$ cat src/rtl/aes_ctrl_pkg.sv
// Shared types and constants for the AES-128 round controller.
package aes_ctrl_pkg;

  localparam int NR_AES128 = 10;

  typedef enum logic [2:0] {
    S_IDLE,
    S_KX,
    S_SB,
    S_SR,
    S_MC,
    S_ARK,
    S_DONE,
    S_ERR
  } state_t;

  localparam logic [1:0] SRC_SB  = 2'd0;
  localparam logic [1:0] SRC_SR  = 2'd1;
  localparam logic [1:0] SRC_MC  = 2'd2;
  localparam logic [1:0] SRC_ARK = 2'd3;

  typedef struct packed {
    logic kx;
    logic sb;
    logic sr;
    logic mc;
    logic ark;
  } stage_en_t;

  // One-hot stage enable for a given FSM state; all zero outside step states.
  function automatic stage_en_t step_enables(input state_t s);
    stage_en_t e;
    e = '0;
    case (s)
      S_KX:    e.kx  = 1'b1;
      S_SB:    e.sb  = 1'b1;
      S_SR:    e.sr  = 1'b1;
      S_MC:    e.mc  = 1'b1;
      S_ARK:   e.ark = 1'b1;
      default: e = '0;
    endcase
    return e;
  endfunction

  function automatic logic is_step(input state_t s);
    return (s inside {S_KX, S_SB, S_SR, S_MC, S_ARK});
  endfunction

endpackage

$ cat src/rtl/aes_step_watchdog.sv
// Per-step watchdog: counts cycles spent in the current step and flags the
// last allowed cycle so the controller can bail out to its error state.
module aes_step_watchdog #(
  parameter int TIMEOUT = 64
) (
  input  logic clk,
  input  logic reset,
  input  logic clear,
  input  logic count_en,
  output logic expire
);

  localparam int CW = $clog2(TIMEOUT + 1);
  localparam logic [CW-1:0] LAST = CW'(TIMEOUT - 1);

  logic [CW-1:0] cnt;

  // Cycle counter; cleared on every step change, saturates on the last cycle.
  always_ff @(posedge clk or posedge reset) begin
    if (reset) begin
      cnt <= '0;
    end else if (clear) begin
      cnt <= '0;
    end else if (count_en && (cnt != LAST)) begin
      cnt <= cnt + CW'(1);
    end
  end

  // cnt holds the number of cycles already spent, so LAST marks the
  // TIMEOUT-th cycle in the step.
  assign expire = count_en && (cnt == LAST);

endmodule

$ cat src/rtl/aes_round_ctrl.sv
// AES-128 round sequencer: walks KX/SB/SR/MC/ARK steps per round, issues one
// stage enable at a time and pulses the state-register load on completion.
//
// state  | meaning
// IDLE   | waiting for start
// KX     | round-key generator enabled
// SB     | SubBytes enabled
// SR     | ShiftRows enabled
// MC     | MixColumns enabled (skipped in final round)
// ARK    | AddRoundKey enabled; round advances on completion
// DONE   | one-cycle completion pulse
// ERR    | watchdog expired; left only by start
module aes_round_ctrl
  import aes_ctrl_pkg::*;
#(
  parameter int NR      = NR_AES128,
  parameter int RW      = 4,
  parameter int TIMEOUT = 64
) (
  input  logic          clk,
  input  logic          reset,
  input  logic          start,
  input  logic          abort,
  input  logic          kx_success,
  input  logic          sb_success,
  input  logic          sr_success,
  input  logic          mc_success,
  input  logic          ark_success,
  output logic          kx_en,
  output logic          sb_en,
  output logic          sr_en,
  output logic          mc_en,
  output logic          ark_en,
  output logic [RW-1:0] round,
  output logic          state_load,
  output logic [1:0]    src_sel,
  output logic          busy,
  output logic          done,
  output logic          error
);

  localparam logic [RW-1:0] NR_R = RW'(NR);

  state_t        state;
  state_t        nxt;
  logic [RW-1:0] nxt_round;
  logic          nxt_load;
  logic [1:0]    nxt_src;
  stage_en_t     en_q;
  logic          expire;
  logic          wd_clear;

  aes_step_watchdog #(.TIMEOUT(TIMEOUT)) u_watchdog (
    .clk      (clk),
    .reset    (reset),
    .clear    (wd_clear),
    .count_en (is_step(state)),
    .expire   (expire)
  );

  // Restart the watchdog on every step change and outside step states.
  assign wd_clear = (nxt != state) || !is_step(state);

  // Next-state and next-output decode.
  always_comb begin
    nxt       = state;
    nxt_round = round;
    nxt_load  = 1'b0;
    nxt_src   = src_sel;
    case (state)
      S_IDLE, S_ERR: begin
        if (start && !abort) begin
          nxt       = S_KX;
          nxt_round = '0;
        end
      end
      S_KX: begin
        if (kx_success) nxt = (round == '0) ? S_ARK : S_SB;
      end
      S_SB: begin
        if (sb_success) begin
          nxt      = S_SR;
          nxt_load = 1'b1;
          nxt_src  = SRC_SB;
        end
      end
      S_SR: begin
        if (sr_success) begin
          nxt      = (round == NR_R) ? S_ARK : S_MC;
          nxt_load = 1'b1;
          nxt_src  = SRC_SR;
        end
      end
      S_MC: begin
        if (mc_success) begin
          nxt      = S_ARK;
          nxt_load = 1'b1;
          nxt_src  = SRC_MC;
        end
      end
      S_ARK: begin
        if (ark_success) begin
          nxt_load = 1'b1;
          nxt_src  = SRC_ARK;
          if (round == NR_R) begin
            nxt = S_DONE;
          end else begin
            nxt       = S_KX;
            nxt_round = round + RW'(1);
          end
        end
      end
      S_DONE:  nxt = S_IDLE;
      default: nxt = S_IDLE;
    endcase
    // A success on the expiring cycle already moved us on, so only a stalled
    // step times out.
    if (is_step(state) && (nxt == state) && expire) nxt = S_ERR;
    if (abort && is_step(state)) begin
      nxt       = S_IDLE;
      nxt_round = '0;
      nxt_load  = 1'b0;
      nxt_src   = src_sel;
    end
  end

  // State and registered outputs, all derived from the next state.
  always_ff @(posedge clk or posedge reset) begin
    if (reset) begin
      state      <= S_IDLE;
      en_q       <= '0;
      round      <= '0;
      state_load <= 1'b0;
      src_sel    <= SRC_SB;
      busy       <= 1'b0;
      done       <= 1'b0;
      error      <= 1'b0;
    end else begin
      state      <= nxt;
      en_q       <= step_enables(nxt);
      round      <= nxt_round;
      state_load <= nxt_load;
      src_sel    <= nxt_src;
      busy       <= is_step(nxt);
      done       <= (nxt == S_DONE);
      error      <= (nxt == S_ERR);
    end
  end

  assign kx_en  = en_q.kx;
  assign sb_en  = en_q.sb;
  assign sr_en  = en_q.sr;
  assign mc_en  = en_q.mc;
  assign ark_en = en_q.ark;

endmodule

$ cat config.mk
export PLATFORM = sky130hd
export DESIGN_NAME = aes_round_ctrl
export DESIGN_NICKNAME = d
export VERILOG_FILES = /design/src/rtl/aes_ctrl_pkg.sv /design/src/rtl/aes_step_watchdog.sv /design/src/rtl/aes_round_ctrl.sv
export SDC_FILE = /design/constraint.sdc
export NUM_CORES = 1
export LEC_CHECK = 0
export ABC_AREA = 1
export CAP_MARGIN = 20
export CORE_ASPECT_RATIO = 1.5
export CORE_UTILIZATION = 45
export CTS_BUF_LIST = sky130_fd_sc_hd__clkbuf_16
export DETAILED_ROUTE_END_ITERATION = 10
export GPL_TIMING_DRIVEN = 0
export PLACE_DENSITY = 0.69
export REMOVE_ABC_BUFFERS = 1
export SYNTH_ARGS = -nofsm -noshare
export SYNTH_HDL_FRONTEND = slang
export SYNTH_SLANG_ARGS = --single-unit
$ cat constraint.sdc
create_clock -name clk -period 2.4 [get_ports clk]
set_input_delay 0.48 -clock clk [delete_from_list [all_inputs] [get_ports clk]]
set_output_delay 0.48 -clock clk [all_outputs]
set_load 0.1 [all_outputs]
==> results.py, run 1 <==
metrics = {
    "routing": {
        "drt-total-wl_mm": 3.44,
        "vias": 1386,
        "drc": 0,
        "vias_per_cell": 5.11,
        "avgRoutedWirePerCell_um": 12.7,
        "drt_iter0_drc": 39,
        "postRouteAntennaNets": 0,
        "first_pass_iters": 4,
    },
    "setup_path": {
        "cp_max_fo": 5,
        "r2r_slack_ns": 0.12,
        "ff2ff_path_depth": 17,
        "timing.rr.end": "u_watchdog.cnt[2]$_DFFE_PP0P_",
        "worstSetupStartpointType": "register",
        "path_delay_family": "buffers and inverters",
        "cp-end-kind": "output port",
        "timing.rr.start": "state[0]$_DFF_PP0_",
        "path_class": "reg2out",
        "critPathBufInv": 1,
        "critPathMaxStageDelay_ns": 1.17,
        "required_ns": 1.92,
        "worstPathCellList": "clkdlybuf4s50_1",
        "cp_slowest_cell": "clkdlybuf4s50_1",
        "cp.arrival_ns": 1.86,
    },
    "logic_synthesis": {
        "syn_area_um2": 1480,
        "synth_warnings": 0,
        "synthFlopType": "dfrtp_1",
        "yosysUniqueCellTypes": 29,
        "yosysTopAreaCellShare": 0.423,
        "synthTopCellsByCount": "nand2_1, nor2_1, dfrtp_1",
        "yosysMostFrequentCell": "nand2_1",
        "synth.avg_cell_area_um2": 7.66,
        "synth-seq-area-share": 0.423,
        "yosys-top-cells-area": "dfrtp_1, nand2_1, nor2_1",
        "synth-edff-count": 0,
        "yosysTopAreaCell": "dfrtp_1",
        "yosys_register_bits": 25,
        "synthCells": 193,
        "synth-async-reset-ratio": 1.00,
    },
    "cells_and_area": {
        "stdcell_count": 271,
        "antennaDiodeCount": 0,
        "syn_to_final_growth_pct": 33.9,
        "num-fill-cells": 277,
        "drive_gt1_frac": 0.234,
        "layout.nets": 246,
        "fin_util": 0.633,
    },
    "floorplan": {
        "start_util": 0.473,
        "die_h_um": 72.2,
        "die_w_um": 48.8,
        "design.die.area_um2": 3520,
        "rows": 25,
        "ios": 24,
        "coreArea_um2": 3130,
    },
    "worst_hold_path": {
        "worstHoldStart": "u_watchdog.cnt[0]$_DFFE_PP0P_",
        "hold_depth": 1,
        "min_to": "u_watchdog.cnt[0]$_DFFE_PP0P_",
        "hp-class": "reg2reg",
    },
    "power": {
        "p_int_mw": 1.37,
        "swShare": 0.536,
        "power.density_nw_per_um2": 1490,
        "p_leak_nw": 0.977,
        "pwr-share-seq": 0.204,
        "ir_drop_uv": 926,
        "p_sw_mw": 1.59,
        "pwr-share-clk": 0.126,
        "comb_power_share": 0.670,
    },
    "clock_network": {
        "clk_pin_slew_ns": 0.06,
        "clock-sinks": 25,
        "cts_root_buffer": "clkbuf_16",
        "htree_num_levels": 1,
        "cts_tree": "built",
        "clock_path_buffers": 2,
        "cts_buffers": 3,
        "insertion_delay_ns": 0.26,
    },
    "global_routing": {
        "grt.overflow.total": 0,
        "grt_pass1_vias": 1267,
        "grt_usage": 0.192,
        "antenna_found_initial": 0,
        "grt_pass1_wl_mm": 5.22,
        "grt_max_degree": 26,
    },
    "placement": {
        "dp_cells": 254,
        "dp_hpwl_mm": 2.42,
        "routabilityCongestion": 0.919,
        "portBuffers": 23,
    },
    "run": {
        "maxCapViolations": 0,
    },
    "timing": {
        "tightest_slew_ns": 0.966,
        "fin_crit_sh": 0.977,
        "skew_ns": 0.00176,
        "max-slew-margin-rel": 0.354,
        "setup_violations": 0,
        "min_period_ns": 2.34,
        "final_hold_viol_count": 0,
        "drv_slew": 0,
        "timing.fmax_mhz": 427,
    },
    "status": {
        "status": "completed",
    },
}
==> power by group through the flow <==
stage | Combinational (mW) | Clock (mW) | Sequential [mW]
final | 1.98 | 0.371 | 0.604
after global routing | 2.16 | 0.390 | 0.615
after CTS | 1.64 | 0.373 | 0.612
after detailed placement | 1.63 | 0 | 0.619
after global placement | 1.62 | 0 | 0.618
after floorplan | 0.849 | 0 | 1.06
==> layout by cell type (no fill, tap or decap), drive strengths merged, types with 2 or more instances in the layout <==
master | Yosys | final
o21ai | 10 | 10
dfrtp | 25 | 25
clkdlybuf4s50 | 0 | 20
xnor2 | 3 | 3
dlymetal6s2s | 0 | 3
a21oi | 5 | 5
clkbuf | 0 | 3
nor3 | 5 | 5
ha | 5 | 5
buf | 2 | 13
xor2 | 2 | 2
nand4 | 3 | 3
inv | 26 | 27
nand2 | 54 | 54
nand3 | 17 | 17
nor2 | 29 | 29
==> sequential cells by signal (all words and copies together) (netlist names) <==
signal          cells
round               4
error               1
sr_en               1
busy                1
state               3
sb_en               1
src_sel             2
kx_en               1
mc_en               1
ark_en              1
u_watchdog.cnt      7
state_load          1
done                1
==> area by class of cell <==
class | instances | area [µm²] | area share
clock buffers | 3 | 75.1 | 0.0379
clock inverters | 1 | 5.00 | 0.00253
inverters | 27 | 109 | 0.0550
multi-input cells | 139 | 779 | 0.394
flip-flops and latches | 25 | 629 | 0.318
well taps | 40 | 50.0 | 0.0253
repair buffers | 36 | 333 | 0.168
==> routing by layer <==
| metal | GRT usage | part of all wire |
|---|---|---|
| met5 | 0 | 0 |
| met4 | 0.0686 | 0.017 |
| met3 | 0.0189 | 0.035 |
| met2 | 0.387 | 0.57 |
| met1 | 0.201 | 0.38 |
==> kinds of logic after synthesis <==
| family | Yosys count | share of synthesized area |
|---|---|---|
| adder cells (fa/ha/maj) | 5 | 0.0423 |
| AND/OR/NAND/NOR | 109 | 0.340 |
| XOR/XNOR | 5 | 0.0296 |
| buffers and inverters | 29 | 0.0838 |
| multiplexers | 1 | 0.00761 |
| AO/OA/AOI/OAI | 19 | 0.0736 |
| flip-flops | 25 | 0.423 |
==> worst reg2reg max path: cells and delay by family, from the launching register on <==
kind | cells | cell delay (ns)
flops | 1 | 0.49
simple gates | 17 | 1.74
==> worst max-delay path by stage <==
stage / startpoint / to / slack (ns) / depth (start not counted)
after floorplan: round[0]$_DFFE_PP0P_ / u_watchdog.cnt[0]$_DFFE_PP0P_ / -0.31 / 17
after global placement: sr_success / u_watchdog.cnt[5]$_DFFE_PP0P_ / -0.08 / 17
after detailed placement: ark_success / u_watchdog.cnt[4]$_DFFE_PP0P_ / -0.13 / 17
after CTS: state[1]$_DFF_PP0_ / u_watchdog.cnt[4]$_DFFE_PP0P_ / 0.02 / 18
after global routing: state[0]$_DFF_PP0_ / u_watchdog.cnt[2]$_DFFE_PP0P_ / -0.09 / 16
final: round[3]$_DFFE_PP0P_ / round[3] / 0.06 / 1
==> what timing repair did <==
action,4_1_cts,5_1_grt
setup buffers,0,13
resized for setup,0,24
hold buffers,0,0
setup endpoints to repair,0,8
==> through the flow <==
step	worst slack (ns)	instance area (µm²)	setup TNS [ns]	power (mW)	hold WS, ns
2_1_floorplan	-0.313	1460	-3.14	1.91	0.432
3_3_place_gp	-0.0755	1740	-0.510	2.23	0.447
3_5_place_dp	-0.126	1740	-0.799	2.25	0.452
4_1_cts	0.0208	1820	0	2.63	0.460
5_1_grt	-0.0919	1980	-0.593	3.16	0.492
6_report	0.0560	1980	0	2.96	0.461
No activity file was read; power rests on OpenSTA's default activity.
==> inputs of run 2 (changes only) <==
- PLACE_DENSITY: 0.69 -> not set
- PLACE_DENSITY_LB_ADDON: not set -> 0.05
==> results.py, run 2 (synthesized netlist as in run 1, its figures left out) <==
metrics = {
    "status": {
        "status": "completed",
    },
    "cells_and_area": {
        "layout.nets": 248,
        "final_cell_mix": "nand2_1, inv_1, dfrtp_1",
        "seq_area_um2": 629,
        "antennaDiodeCount": 0,
        "layout_commonest_cell": "nand2_1",
        "multiInputGateArea_um2": 825,
        "regMostFlops": "u_watchdog.cnt",
        "syn_to_final_growth_pct": 38.0,
        "drive_gt1_frac": 0.283,
        "largest_register_ffs": 7,
        "largestRegisters": "u_watchdog.cnt (7), round (4), state (3)",
        "num-fill-cells": 286,
    },
    "global_routing": {
        "grt_util_met3": 0.0189,
        "antenna_found_initial": 0,
        "grt_usage": 0.210,
        "grt_pass1_wl_mm": 5.75,
        "grt_use_met1": 0.239,
        "grt_max_degree": 26,
        "grt_pass1_vias": 1334,
        "gr-usage-met2": 0.400,
        "grt.overflow.total": 0,
        "top_usage_layer": "met2",
    },
    "routing": {
        "first_pass_iters": 4,
        "avgRoutedWirePerCell_um": 12.8,
        "drt-total-wl_mm": 3.51,
        "vias": 1385,
        "postRouteAntennaNets": 0,
        "vias_per_cell": 5.07,
        "drt_iter0_drc": 22,
        "drc": 0,
    },
    "timing": {
        "fin_crit_sh": 0.968,
        "skew_ns": 0.00242,
        "timing.fmax_mhz": 431,
        "rsz0062_at_grt": "yes",
        "final_hold_viol_count": 0,
        "drv_slew": 0,
        "tightest_slew_ns": 0.971,
        "min_period_ns": 2.32,
        "max-slew-margin-rel": 0.351,
        "setup_violations": 0,
        "finalSetupTns_ns": 0,
    },
    "power": {
        "p_sw_mw": 1.62,
        "power.density_nw_per_um2": 1460,
        "swShare": 0.543,
        "ir_drop_uv": 790,
        "power_mw": 2.99,
        "comb_power_share": 0.675,
        "p_int_mw": 1.36,
        "pwr-share-seq": 0.202,
        "pwr-share-clk": 0.123,
        "p_leak_nw": 0.980,
    },
    "setup_path": {
        "critPathMaxStageDelay_ns": 1.16,
        "cp_slowest_cell": "clkdlybuf4s50_1",
        "timing.rr.end": "u_watchdog.cnt[0]$_DFFE_PP0P_",
        "required_ns": 1.92,
        "r2r_slack_ns": 0.13,
        "critPathBufInv": 1,
        "ff2ff_path_depth": 16,
        "worstPathCellList": "clkdlybuf4s50_1",
        "cp-endpoint": "round[3]",
        "cp_max_fo": 5,
        "timing.rr.start": "state[1]$_DFF_PP0_",
        "cp.depth": 1,
        "cp-end-kind": "output port",
        "crit_start": "round[3]$_DFFE_PP0P_",
        "worstSetupStartpointType": "register",
        "path_class": "reg2out",
        "path_delay_family": "buffers and inverters",
        "cp.arrival_ns": 1.84,
    },
    "clock_network": {
        "insertion_delay_ns": 0.26,
        "cts_buffers": 3,
        "clock-sinks": 25,
        "cts_tree": "built",
        "clock_path_buffers": 2,
        "cts_root_buffer": "clkbuf_16",
        "htree_num_levels": 1,
        "clk_pin_slew_ns": 0.06,
    },
    "floorplan": {
        "die_w_um": 48.8,
        "rows": 25,
        "design.die.area_um2": 3520,
        "ios": 24,
        "start_util": 0.473,
        "coreArea_um2": 3130,
        "die_h_um": 72.2,
    },
    "placement": {
        "portBuffers": 23,
        "dp_hpwl_mm": 2.50,
        "routabilityCongestion": 0.899,
    },
    "run": {
        "maxCapViolations": 0,
    },
    "worst_hold_path": {
        "hp-class": "reg2reg",
    },
}
==> run 2: cell types whose count changed in the layout (fill, tap and decap cells not counted), moves of 2 or more <==
cell / delta
nor2_2: +2
nor2_1: -3
nand2_1: -2
inv_4: -2
nand3_1: -4
buf_4: +3
nand3_2: +4
nand2_2: +3
==> run 2: worst min path at each step <==
stage / depth (start not counted) / startpoint / end
after floorplan: 1 / u_watchdog.cnt[0]$_DFFE_PP0P_ / u_watchdog.cnt[0]$_DFFE_PP0P_
after global placement: 1 / u_watchdog.cnt[0]$_DFFE_PP0P_ / u_watchdog.cnt[0]$_DFFE_PP0P_
after detailed placement: 1 / u_watchdog.cnt[0]$_DFFE_PP0P_ / u_watchdog.cnt[0]$_DFFE_PP0P_
after CTS: 1 / u_watchdog.cnt[0]$_DFFE_PP0P_ / u_watchdog.cnt[0]$_DFFE_PP0P_
after global routing: 1 / u_watchdog.cnt[0]$_DFFE_PP0P_ / u_watchdog.cnt[0]$_DFFE_PP0P_
final: 1 / u_watchdog.cnt[0]$_DFFE_PP0P_ / u_watchdog.cnt[0]$_DFFE_PP0P_
==> run 2: power groups by stage <==
stage / sequential, mW / clock, mW / combinational, mW
after floorplan: 1.06 / 0 / 0.849
after global placement: 0.623 / 0 / 1.64
after detailed placement: 0.624 / 0 / 1.66
after CTS: 0.623 / 0.370 / 1.66
after global routing: 0.617 / 0.386 / 2.19
final: 0.604 / 0.366 / 2.02
==> run 2: layout make-up <==
cell class | instances | share of cell area
clock buffer | 3 | 0.0368
clock inverter | 1 | 0.00184
inverter | 27 | 0.0540
multi-input combinational | 139 | 0.404
sequential | 25 | 0.308
tap | 40 | 0.0245
timing repair buffer | 38 | 0.170
==> run 2: per-layer routing <==
| layer | vias up | wire (µm) |
|---|---|---|
| met5 | - | 0 |
| met4 | 0 | 60 |
| met3 | 6 | 91 |
| met2 | 30 | 1940 |
| met1 | 655 | 1420 |
| li1 | 694 | - |
==> run 2: per-stage QoR <==
stage	hold slack, ns	instance area, µm²	setup WS, ns	instances	util
6_report	0.466	2040	0.0772	273	0.652
5_1_grt	0.485	2040	-0.0296	273	0.652
4_1_cts	0.473	1820	0.0506	258	0.583
3_5_place_dp	0.464	1740	-0.126	254	0.556
3_3_place_gp	0.444	1740	-0.0773	254	0.556
2_1_floorplan	0.432	1460	-0.313	191	-
==> run 2: what timing repair did <==
action	4_1_cts	5_1_grt
hold buffers	0	0
buffers inserted	0	15
pin swaps	0	14
gates resized for setup	3	33
setup endpoints to repair	7	10
